File: config.mk
export PLATFORM = sky130hd
export DESIGN_NAME = regfile_debug_port
export DESIGN_NICKNAME = d
export VERILOG_FILES = /design/src/rtl/regfile_debug_port.sv
export SDC_FILE = /design/constraint.sdc
export NUM_CORES = 1
export LEC_CHECK = 0
export ABC_AREA = 1
export CAP_MARGIN = 40
export CORE_MARGIN = 4
export CORE_UTILIZATION = 35
export CTS_BUF_LIST = sky130_fd_sc_hd__clkbuf_2
export DETAILED_ROUTE_END_ITERATION = 16
export HOLD_SLACK_MARGIN = 0.03
export PLACE_DENSITY_LB_ADDON = 0.08
export SYNTH_ARGS = -nofsm -noshare
export SYNTH_HDL_FRONTEND = slang
export SYNTH_SLANG_ARGS = --single-unit
File: constraint.sdc
create_clock -name CLK -period 3.2 [get_ports CLK]
set_input_delay 0.96 -clock CLK [delete_from_list [all_inputs] [get_ports CLK]]
set_output_delay 0.96 -clock CLK [all_outputs]
set_load 0.01 [all_outputs]
File: src/rtl/regfile_debug_port.sv
// Debug access to the core register file: halts the core, then streams x0/x1..x31
// out (DUMP) or refills x1..x31 from an input stream (LOAD).
module regfile_debug_port #(
    parameter bit DUMP_ZERO = 1'b1
) (
    input  logic        CLK,
    input  logic        RST,
    input  logic        cmd_valid,
    input  logic        cmd_op,
    output logic        cmd_ready,
    output logic [4:0]  rf_read_reg,
    input  logic [31:0] rf_read_data,
    output logic        rf_we,
    output logic [4:0]  rf_write_reg,
    output logic [31:0] rf_write_data,
    output logic        dout_valid,
    input  logic        dout_ready,
    output logic [31:0] dout_data,
    output logic        dout_last,
    input  logic        din_valid,
    output logic        din_ready,
    input  logic [31:0] din_data,
    output logic        core_halt
);

    localparam int          DATA_W   = 32;
    localparam logic [4:0]  LAST_IDX = 5'd31;
    localparam logic        OP_DUMP  = 1'b0;

    typedef enum logic [1:0] {
        S_IDLE = 2'd0,
        S_DUMP = 2'd1,
        S_LOAD = 2'd2
    } state_t;

    state_t              r_state;
    state_t              w_next_state;
    logic                r_core_halt;
    logic [4:0]          r_idx;
    logic                r_issued_all;
    logic [DATA_W-1:0]   r_dout_data_p0;
    logic                r_vld_p0;
    logic                r_last_p0;

    logic                w_cmd_ready;
    logic                w_din_ready;
    logic                w_accept;
    logic                w_capture;
    logic                w_dout_fire;
    logic                w_load_fire;

    function automatic logic [4:0] start_idx(input logic op);
        start_idx = (op == OP_DUMP && DUMP_ZERO) ? 5'd0 : 5'd1;
    endfunction

    // State register; core_halt is registered alongside the state it mirrors.
    always_ff @(posedge CLK) begin
        if (RST) begin
            r_state     <= S_IDLE;
            r_core_halt <= 1'b0;
        end else begin
            r_state     <= w_next_state;
            r_core_halt <= (w_next_state != S_IDLE);
        end
    end

    always_comb begin
        w_next_state = r_state;
        case (r_state)
            S_IDLE: begin
                if (w_accept)
                    w_next_state = (cmd_op == OP_DUMP) ? S_DUMP : S_LOAD;
            end
            S_DUMP: begin
                if (w_dout_fire && r_last_p0)
                    w_next_state = S_IDLE;
            end
            S_LOAD: begin
                if (w_load_fire && r_idx == LAST_IDX)
                    w_next_state = S_IDLE;
            end
            default: w_next_state = S_IDLE;
        endcase
    end

    // Handshake and register-file port decode; everything is held off while RST is high.
    always_comb begin
        w_cmd_ready   = (r_state == S_IDLE) && !RST;
        w_din_ready   = (r_state == S_LOAD) && !RST;
        w_accept      = cmd_valid && w_cmd_ready;
        w_load_fire   = din_valid && w_din_ready;
        w_dout_fire   = r_vld_p0 && dout_ready;
        w_capture     = (r_state == S_DUMP) && !r_issued_all && (!r_vld_p0 || dout_ready);

        cmd_ready     = w_cmd_ready;
        din_ready     = w_din_ready;
        rf_we         = w_load_fire;
        rf_write_reg  = r_idx;
        rf_write_data = din_data;
        rf_read_reg   = ((r_state == S_DUMP) && !RST) ? r_idx : 5'd0;
        core_halt     = r_core_halt;
    end

    // Stage p0: the word read at r_idx is captured into the output holding register.
    always_ff @(posedge CLK) begin
        if (RST) begin
            r_idx          <= 5'd0;
            r_issued_all   <= 1'b0;
            r_vld_p0       <= 1'b0;
            r_last_p0      <= 1'b0;
            r_dout_data_p0 <= '0;
        end else begin
            if (w_accept) begin
                r_idx        <= start_idx(cmd_op);
                r_issued_all <= 1'b0;
            end else if (w_capture || w_load_fire) begin
                r_idx <= r_idx + 5'd1;
            end

            // r_issued_all stops the wrap of r_idx back to 0 from producing a 33rd word.
            if (w_capture) begin
                r_dout_data_p0 <= rf_read_data;
                r_vld_p0       <= 1'b1;
                r_last_p0      <= (r_idx == LAST_IDX);
                if (r_idx == LAST_IDX)
                    r_issued_all <= 1'b1;
            end else if (w_dout_fire) begin
                r_vld_p0  <= 1'b0;
                r_last_p0 <= 1'b0;
            end
        end
    end

    assign dout_valid = r_vld_p0;
    assign dout_data  = r_dout_data_p0;
    assign dout_last  = r_last_p0;

endmodule

# Word-level counts from Yosys, hierarchy flattened
# Cells that the tools add are included.
# totals
ramBits	0
mem_bits_ro	0
latchBits	0
ff_bits	43
memories	0
# classes
addsub	1
bitwise	0
n_eq_ne	3
shifts	0
n_lt_le_gt_ge	0
n_mux	15
multipliers	0
reduce_logical	19
div	0
# ops
operator	count
5-bit 2-to-1 mux	3
1-bit logical AND	10
2-bit 2-to-1 mux	4
1-bit 2-to-1 mux	7
2-bit case mux with 3 select lines	1
2-bit nonzero test	3
5-bit by 1-bit adder with 5-bit output (second input constant)	1
5-bit == test (second input constant)	1
1-bit logical NOT	3
2-bit by 1-bit == test with 1-bit output (second input constant)	1
2-bit == test (second input constant)	1
2-bit logical NOT	1
1-bit logical OR	2

# Depth between registers and ports, before layout
# Gate-level depths: netlist of the first run.
# depth
word_depth	7
mapped_depth	9
mapped_depth_nobuf	9

# Least setup slack after synthesis of the first run
# No wires, ideal clock.
# synth_path
path_type	input to output
from	input RST
to	output rf_read_reg[0]
path_stages	4
arrival_ns	1.421
path_buffers	1
slack_ns	0.819
required_time_ns	2.240
cell_sequence	inv_1 -> buf_4 -> nand2_1 -> nor2_1
# synth_between
elab_chain_cells	3
# synth_lines
item	line	rtl
start, declared	7	input logic RST,
1-bit logical NOT	100	rf_read_reg = ((r_state == S_DUMP) && !RST) ? r_idx : 5'd0;
1-bit logical AND	100	
5-bit 2-to-1 mux	100	
end, declared	11	output logic [4:0] rf_read_reg,
# Every way passes these cells.

# Final worst setup path of the first run
# layout_path
from	input din_valid
to	output rf_we
# layout_between
elab_chain_cells	1
# layout_lines
item	line	rtl
start, declared	20	input logic din_valid,
1-bit logical AND	91	w_load_fire = din_valid && w_din_ready;
end, declared	13	output logic rf_we,
# Every way passes these cells.

==> impl_metrics.yaml, run 1 <==
cts:
  cts_htree_levels: 2
  maximum_root_to_sink_buffer_count: 2
  tritoncts.num_buffers: 5
  cts.root.buffer_cell: "clkbuf_2"
  clock-sinks: 43
  clk_latency_ns: 0.39
  number_of_hold_buffers_added_after_cts: 0
  tritoncts: "yes"
  clk_pin_slew_ns: 0.20
critical_path:
  crit_path_top_delay_cell: "clkdlybuf4s50_1"
  crit_chain: "clkdlybuf4s50_1 > nand3_2 > inv_1 > clkdlybuf4s50_1"
  worstPathRequired_ns: 2.24
  critPathLaunchType: "input pin"
  critical-path-top-cell-by-count: "clkdlybuf4s50_1"
  timing.critical_path.arrival_ns: 2.10
  end_kind: "output pin"
  critical_path_class: "in2out"
  cp_max_fo: 2
  cp_slowest_stage_delay_ns: 0.53
timing:
  worst_clock_skew_ns: 0.00795
  min_period_over_period_pct: 95.7
  finalMaxSlewViolations: 0
  min_period_ns: 3.06
  slew-limit-headroom_pct: 69.6
  rsz0062_at_grt: "false"
  timing_hold_violations_final: 0
  finalSetupTns_ns: 0
  setup_violations: 0
  fmax_mhz: 326
  transition_time_of_the_tightest_slew_check_pin_ns: 0.456
placement:
  hpwl_um: 3320
  final_gp_congestion: 0.721
  io_buffers: 85
grt:
  grt_antenna_before_repair: 0
  grt_max_degree: 38
  sum_of_overflow_across_all_layers_after_global_routing: 0
  first_global_vias: 1656
  first_pass_grt_wire_length_um: 7680
  grtUsageTotal_pct: 14.5
power_and_ir_drop:
  internal_power_uw: 745
  share_comb_of_total_power_pct: 20.8
  p_per_area_nw_per_um2: 386
  ir_drop_worst_vdd_uv: 191
  power_switching_share_pct: 27.3
  clkPwrFrac_pct: 22.4
  power.net_switching_uw: 280
  power_frac_seq_pct: 56.8
  static-leakage-power_nw: 1.06
logic_synthesis:
  yosysSeqAreaShare_pct: 44.0
  mappedNetlistNets: 335
  post_synth_num_cell_types: 22
  synth_seq_cells: 43
  synth.yosys.warnings: 0
  synth.cell_area_um2: 1960
  synth.avg_cell_area_um2: 7.45
  postSynthCellCount: 263
drt:
  remaining_drc_errors: 0
  detail_route.vias_per_cell: 4.42
  route.detailed.wl_per_inst_um: 12.1
  num_vias: 1718
  dr.first_iter.drc_count: 64
  drt_pass1_iterations: 4
  detail-route-antenna-nets: 0
  drt_wl_total_um: 4720
die:
  fp-row-count: 26
  core_um2: 5270
  io-pin-count: 150
  die_w_um: 82.8
  start_util_pct: 37.2
  die_height_um: 82.8
  die_area_um2: 6860
cells_and_area:
  drive_above_1_share_pct: 6.58
  n_fill_cell: 556
  post-route-util_pct: 50.5
  synthToLayoutAreaGrowth_pct: 35.8
  design.final.nets: 390
  multiInputGateArea_um2: 713
  num_antenna_cells: 0
  largest_register_ffs: 32
  ff_latch_area_um2: 861
hold_path:
  hold_path_class: "reg2reg"
run_status:
  outcome: "finished clean"
flow_run:
  maxCapViolCount: 0
## layer usage
layer / global-route usage (%) / share of wire [%] / vias to the layer above
met3: 4.43 / 8.4 / 9
met4: 4.74 / 1.2 / 0
met1: 18.2 / 47 / 734
li1: - / - / 902
met2: 23.6 / 43 / 73
met5: 0 / 0 / -
## placed cells by master (no fill, tap or decap)
cell type        count
nand2_1             23
dlygate4sd2_1        6
clkbuf_2             7
inv_1               17
nand3_1              5
o21ai_0             24
nand3_2              2
nand4_1              2
a21oi_1              4
buf_4                5
nor2_2               1
clkinv_2             2
nand3_4              1
dfxtp_1             43
clkdlybuf4s50_1     79
ha_1                 2
nor2_1              79
inv_2                2
o21ai_1             12
nor2_4               1
o22ai_1              2
## worst paths after layout
kind | startpoint | to | slack, ns | cells past startpoint
worst max register to register | dout_valid | dout_data[1] | 1.75 | 5
worst min-delay path | dout_data[26] | dout_data[26] | 0.50 | 2
worst max-delay path | din_valid | rf_we | 0.14 | 4
worst min register to register | dout_data[26] | dout_data[26] | 0.50 | 2
## area by class of cell
class | instances | share of cell area [%]
Sequential cell | 43 | 32.4
Clock buffer | 7 | 1.32
Timing Repair Buffer | 90 | 33.1
Clock inverter | 1 | 0.188
Inverter | 20 | 2.87
Tap cell | 70 | 3.29
Multi-Input combinational cell | 158 | 26.8
## cell usage after synthesis
cell / count / area (um2)
nand3_1: 5 / 25.0
a21oi_1: 4 / 20.0
nor2_2: 1 / 6.26
nand3_4: 1 / 17.5
nor2_1: 79 / 297
nand4_1: 2 / 12.5
ha_1: 2 / 25.0
dfxtp_1: 43 / 861
inv_2: 2 / 7.51
buf_2: 1 / 5.00
buf_4: 33 / 248
nor2_4: 1 / 11.3
clkbuf_2: 2 / 10.0
clkinv_2: 1 / 5.00
o22ai_1: 2 / 12.5
buf_6: 3 / 33.8
nand3_2: 2 / 20.0
nand2_1: 23 / 86.3
clkbuf_1: 3 / 11.3
o21ai_1: 12 / 60.1
o21ai_0: 24 / 120
inv_1: 17 / 63.8
## cells by family (layout without fill, tap and decap cells)
kind of cell / Yosys count / in the layout / share of synthesized area (%)
compound gates: 42 / 42 / 10.9
simple gates: 114 / 114 / 24.3
buf+inv: 62 / 118 / 19.6
fa+ha+maj: 2 / 2 / 1.28
flops: 43 / 43 / 44.0
## timing repair
action / 4_1_cts / 5_1_grt
endpoints found under the setup margin: 7 / 0
gates resized for setup: 6 / 0
setup buffers: 0 / 0
## worst max-delay path: cells and delay by family
| family | cells | cell delay (ns) |
|---|---|---|
| buf+inv | 3 | 1.07 |
| simple gates | 1 | 0.08 |
## power groups by stage
stage	clock network (mW)	logic [mW]	registers (mW)
6_report	0.229	0.214	0.582
5_1_grt	0.265	0.238	0.587
4_1_cts	0.247	0.217	0.583
3_5_place_dp	0	0.216	0.594
3_3_place_gp	0	0.215	0.593
2_1_floorplan	0	0.122	0.607
## metrics by stage
stage / instance area [um2] / hold slack [ns] / cells / total power [mW] / setup WS (ns)
final: 2660 / 0.499 / 389 / 1.02 / 0.137
after global routing: 2660 / 0.529 / 389 / 1.09 / 0.0682
after CTS: 2660 / 0.503 / 389 / 1.05 / 0.126
after detailed placement: 2630 / 0.472 / 381 / 0.810 / -0.119
after global placement: 2630 / 0.460 / 381 / 0.808 / -0.0797
after floorplan: 1960 / 0.510 / 263 / 0.729 / 0.819
Note: power is estimated with default switching activity, not from simulation.
==> run 2: changes to the inputs <==
- HOLD_SLACK_MARGIN: 0.03 -> unset
==> results of run 2 <==
No change in the layout: final DEF, timing and power equal those of run 1.
==> run 3: changes to the inputs <==
- RECOVER_POWER: unset -> 50
==> run 3 against run 2 <==
Against the previous run:
- first-iteration DRC count rose by 4.7%
- global-route usage is the same
- largest cell class unchanged
- worst setup slack hardly changed
- final cell count unchanged
- flip-flop and latch count is the same
- non-clock buffer count did not move
- count of clock-buffer cells in the layout is the same
- register-to-register slack got worse by 0.49 ns
- sequential share of layout area up 0.23 points
- clock power is essentially flat
- sequential power about the same
==> impl_metrics.yaml, run 3 (same netlist as run 1, synthesis figures left out) <==
timing:
  worst_clock_skew_ns: 0.0128
  setup_slack_ns: 0.137
  setup_violations: 0
  finalMaxSlewViolations: 0
  slew-limit-headroom_pct: 29.7
  min_period_over_period_pct: 95.7
  timing_hold_violations_final: 0
  transition_time_of_the_tightest_slew_check_pin_ns: 1.05
  rsz0062_at_grt: "false"
  fmax_mhz: 327
  min_period_ns: 3.06
drt:
  num_vias: 1722
  drt_wl_total_um: 4710
  dr.first_iter.drc_count: 67
  detail-route-antenna-nets: 0
  remaining_drc_errors: 0
  route.detailed.wl_per_inst_um: 12.1
  drt_pass1_iterations: 4
  detail_route.vias_per_cell: 4.43
cells_and_area:
  mostFrequentLayoutCells: "nor2_1 (79), clkdlybuf4s50_1 (78), dfxtp_1 (43), o21ai_0 (25), nand2_1 (23)"
  synthToLayoutAreaGrowth_pct: 34.8
  num_antenna_cells: 0
  finish.instance_area_um2: 2640
  largest_register_ffs: 32
  drive_above_1_share_pct: 5.33
  design.final.nets: 390
  most_frequent_standard_cell_in_the_layout_excluding_fill_and_tap_cells: "nor2_1"
  n_fill_cell: 560
critical_path:
  critical_path_class: "in2out"
  worstPathRequired_ns: 2.24
  regToRegSetupSlack_ns: 1.26
  timing.reg2reg.worst_path_depth: 5
  regToRegEndpoint: "dout_last"
  timing.critical_path.arrival_ns: 2.10
  startpoint: "din_valid"
  critPathLaunchType: "input pin"
  end_kind: "output pin"
  critical_path_sink: "rf_we"
  worstReg2RegStart: "r_state[1]"
  cp_max_fo: 2
cts:
  clk_latency_ns: 0.40
  clock-sinks: 43
  tritoncts.num_buffers: 5
  cts_htree_levels: 2
  maximum_root_to_sink_buffer_count: 2
  clk_pin_slew_ns: 0.20
  cts.root.buffer_cell: "clkbuf_2"
  number_of_hold_buffers_added_after_cts: 0
  tritoncts: "yes"
flow_run:
  maxCapViolCount: 0
placement:
  post_dp_cell_area_um2: 2630
  hpwl_um: 3320
  final_gp_congestion: 0.721
  pre_cts_ws_ns: -0.119
  io_buffers: 85
grt:
  grtUsageTotal_pct: 14.5
  grt_antenna_before_repair: 0
  first_global_vias: 1656
  sum_of_overflow_across_all_layers_after_global_routing: 0
  grt_max_degree: 38
  first_pass_grt_wire_length_um: 7680
power_and_ir_drop:
  p_per_area_nw_per_um2: 388
  static-leakage-power_nw: 1.06
  ir_drop_worst_vdd_uv: 191
die:
  io-pin-count: 150
  die_height_um: 82.8
  die_area_um2: 6860
  start_util_pct: 37.2
  core_um2: 5270
  fp-row-count: 26
  die_w_um: 82.8
hold_path:
  hold_path_class: "reg2reg"
  min_delay_path_depth: 2
run_status:
  outcome: "finished clean"
-- run 3: repair_timing --
| action | CTS | global route |
|---|---|---|
| setup buffers | 0 | 0 |
| resized for setup | 6 | 0 |
| setup endpoints to repair | 7 | 0 |
-- run 3: stage by stage --
step	util, %	instances	setup TNS, ns	total power, mW	hold WS, ns
final	50.1	389	0	1.02	0.499
after global routing	50.1	389	0	1.09	0.529
after CTS	50.5	389	0	1.05	0.503
after detailed placement	49.8	381	-0.595	0.810	0.472
after global placement	49.8	381	-0.399	0.808	0.460
after floorplan	-	263	0	0.729	0.510
-- run 3: final cells by class --
cell class	instances	area (um2)	share of cell area [%]
sequential	43	861	32.6
clock inverter	1	5.00	0.190
tap	70	87.6	3.32
inverter	20	75.1	2.84
clock buffer	7	35.0	1.33
multi-input combinational	158	696	26.4
timing repair buffer	90	881	33.4
-- run 3: metal layers --
metal / track usage, % / routed length, um
met1: 18.2 / 2220
met2: 23.6 / 2030
met3: 4.43 / 403
met4: 4.74 / 55
met5: 0 / 0
-- run 3: critical path, cell delays in order --
cell and delay [ns]:
clkdlybuf4s50_1 0.48, nand3_2 0.08, inv_1 0.06, clkdlybuf4s50_1 0.53
-- run 3: worst min-delay path by stage --
stage | to | from | slack (ns)
floorplan | rf_write_reg[4] | rf_write_reg[4] | 0.51
global placement | dout_data[25] | dout_data[25] | 0.46
detailed placement | dout_data[29] | dout_data[29] | 0.47
CTS | dout_data[22] | dout_data[22] | 0.50
global route | dout_data[25] | dout_data[25] | 0.53
finish | dout_data[26] | dout_data[26] | 0.50
-- run 3: power breakdown --
group | internal, mW | switching [mW] | total [mW]
clock | 0.0598 | 0.171 | 0.231
sequential | 0.566 | 0.0166 | 0.582
combinational | 0.119 | 0.0927 | 0.212
total | 0.745 | 0.280 | 1.02
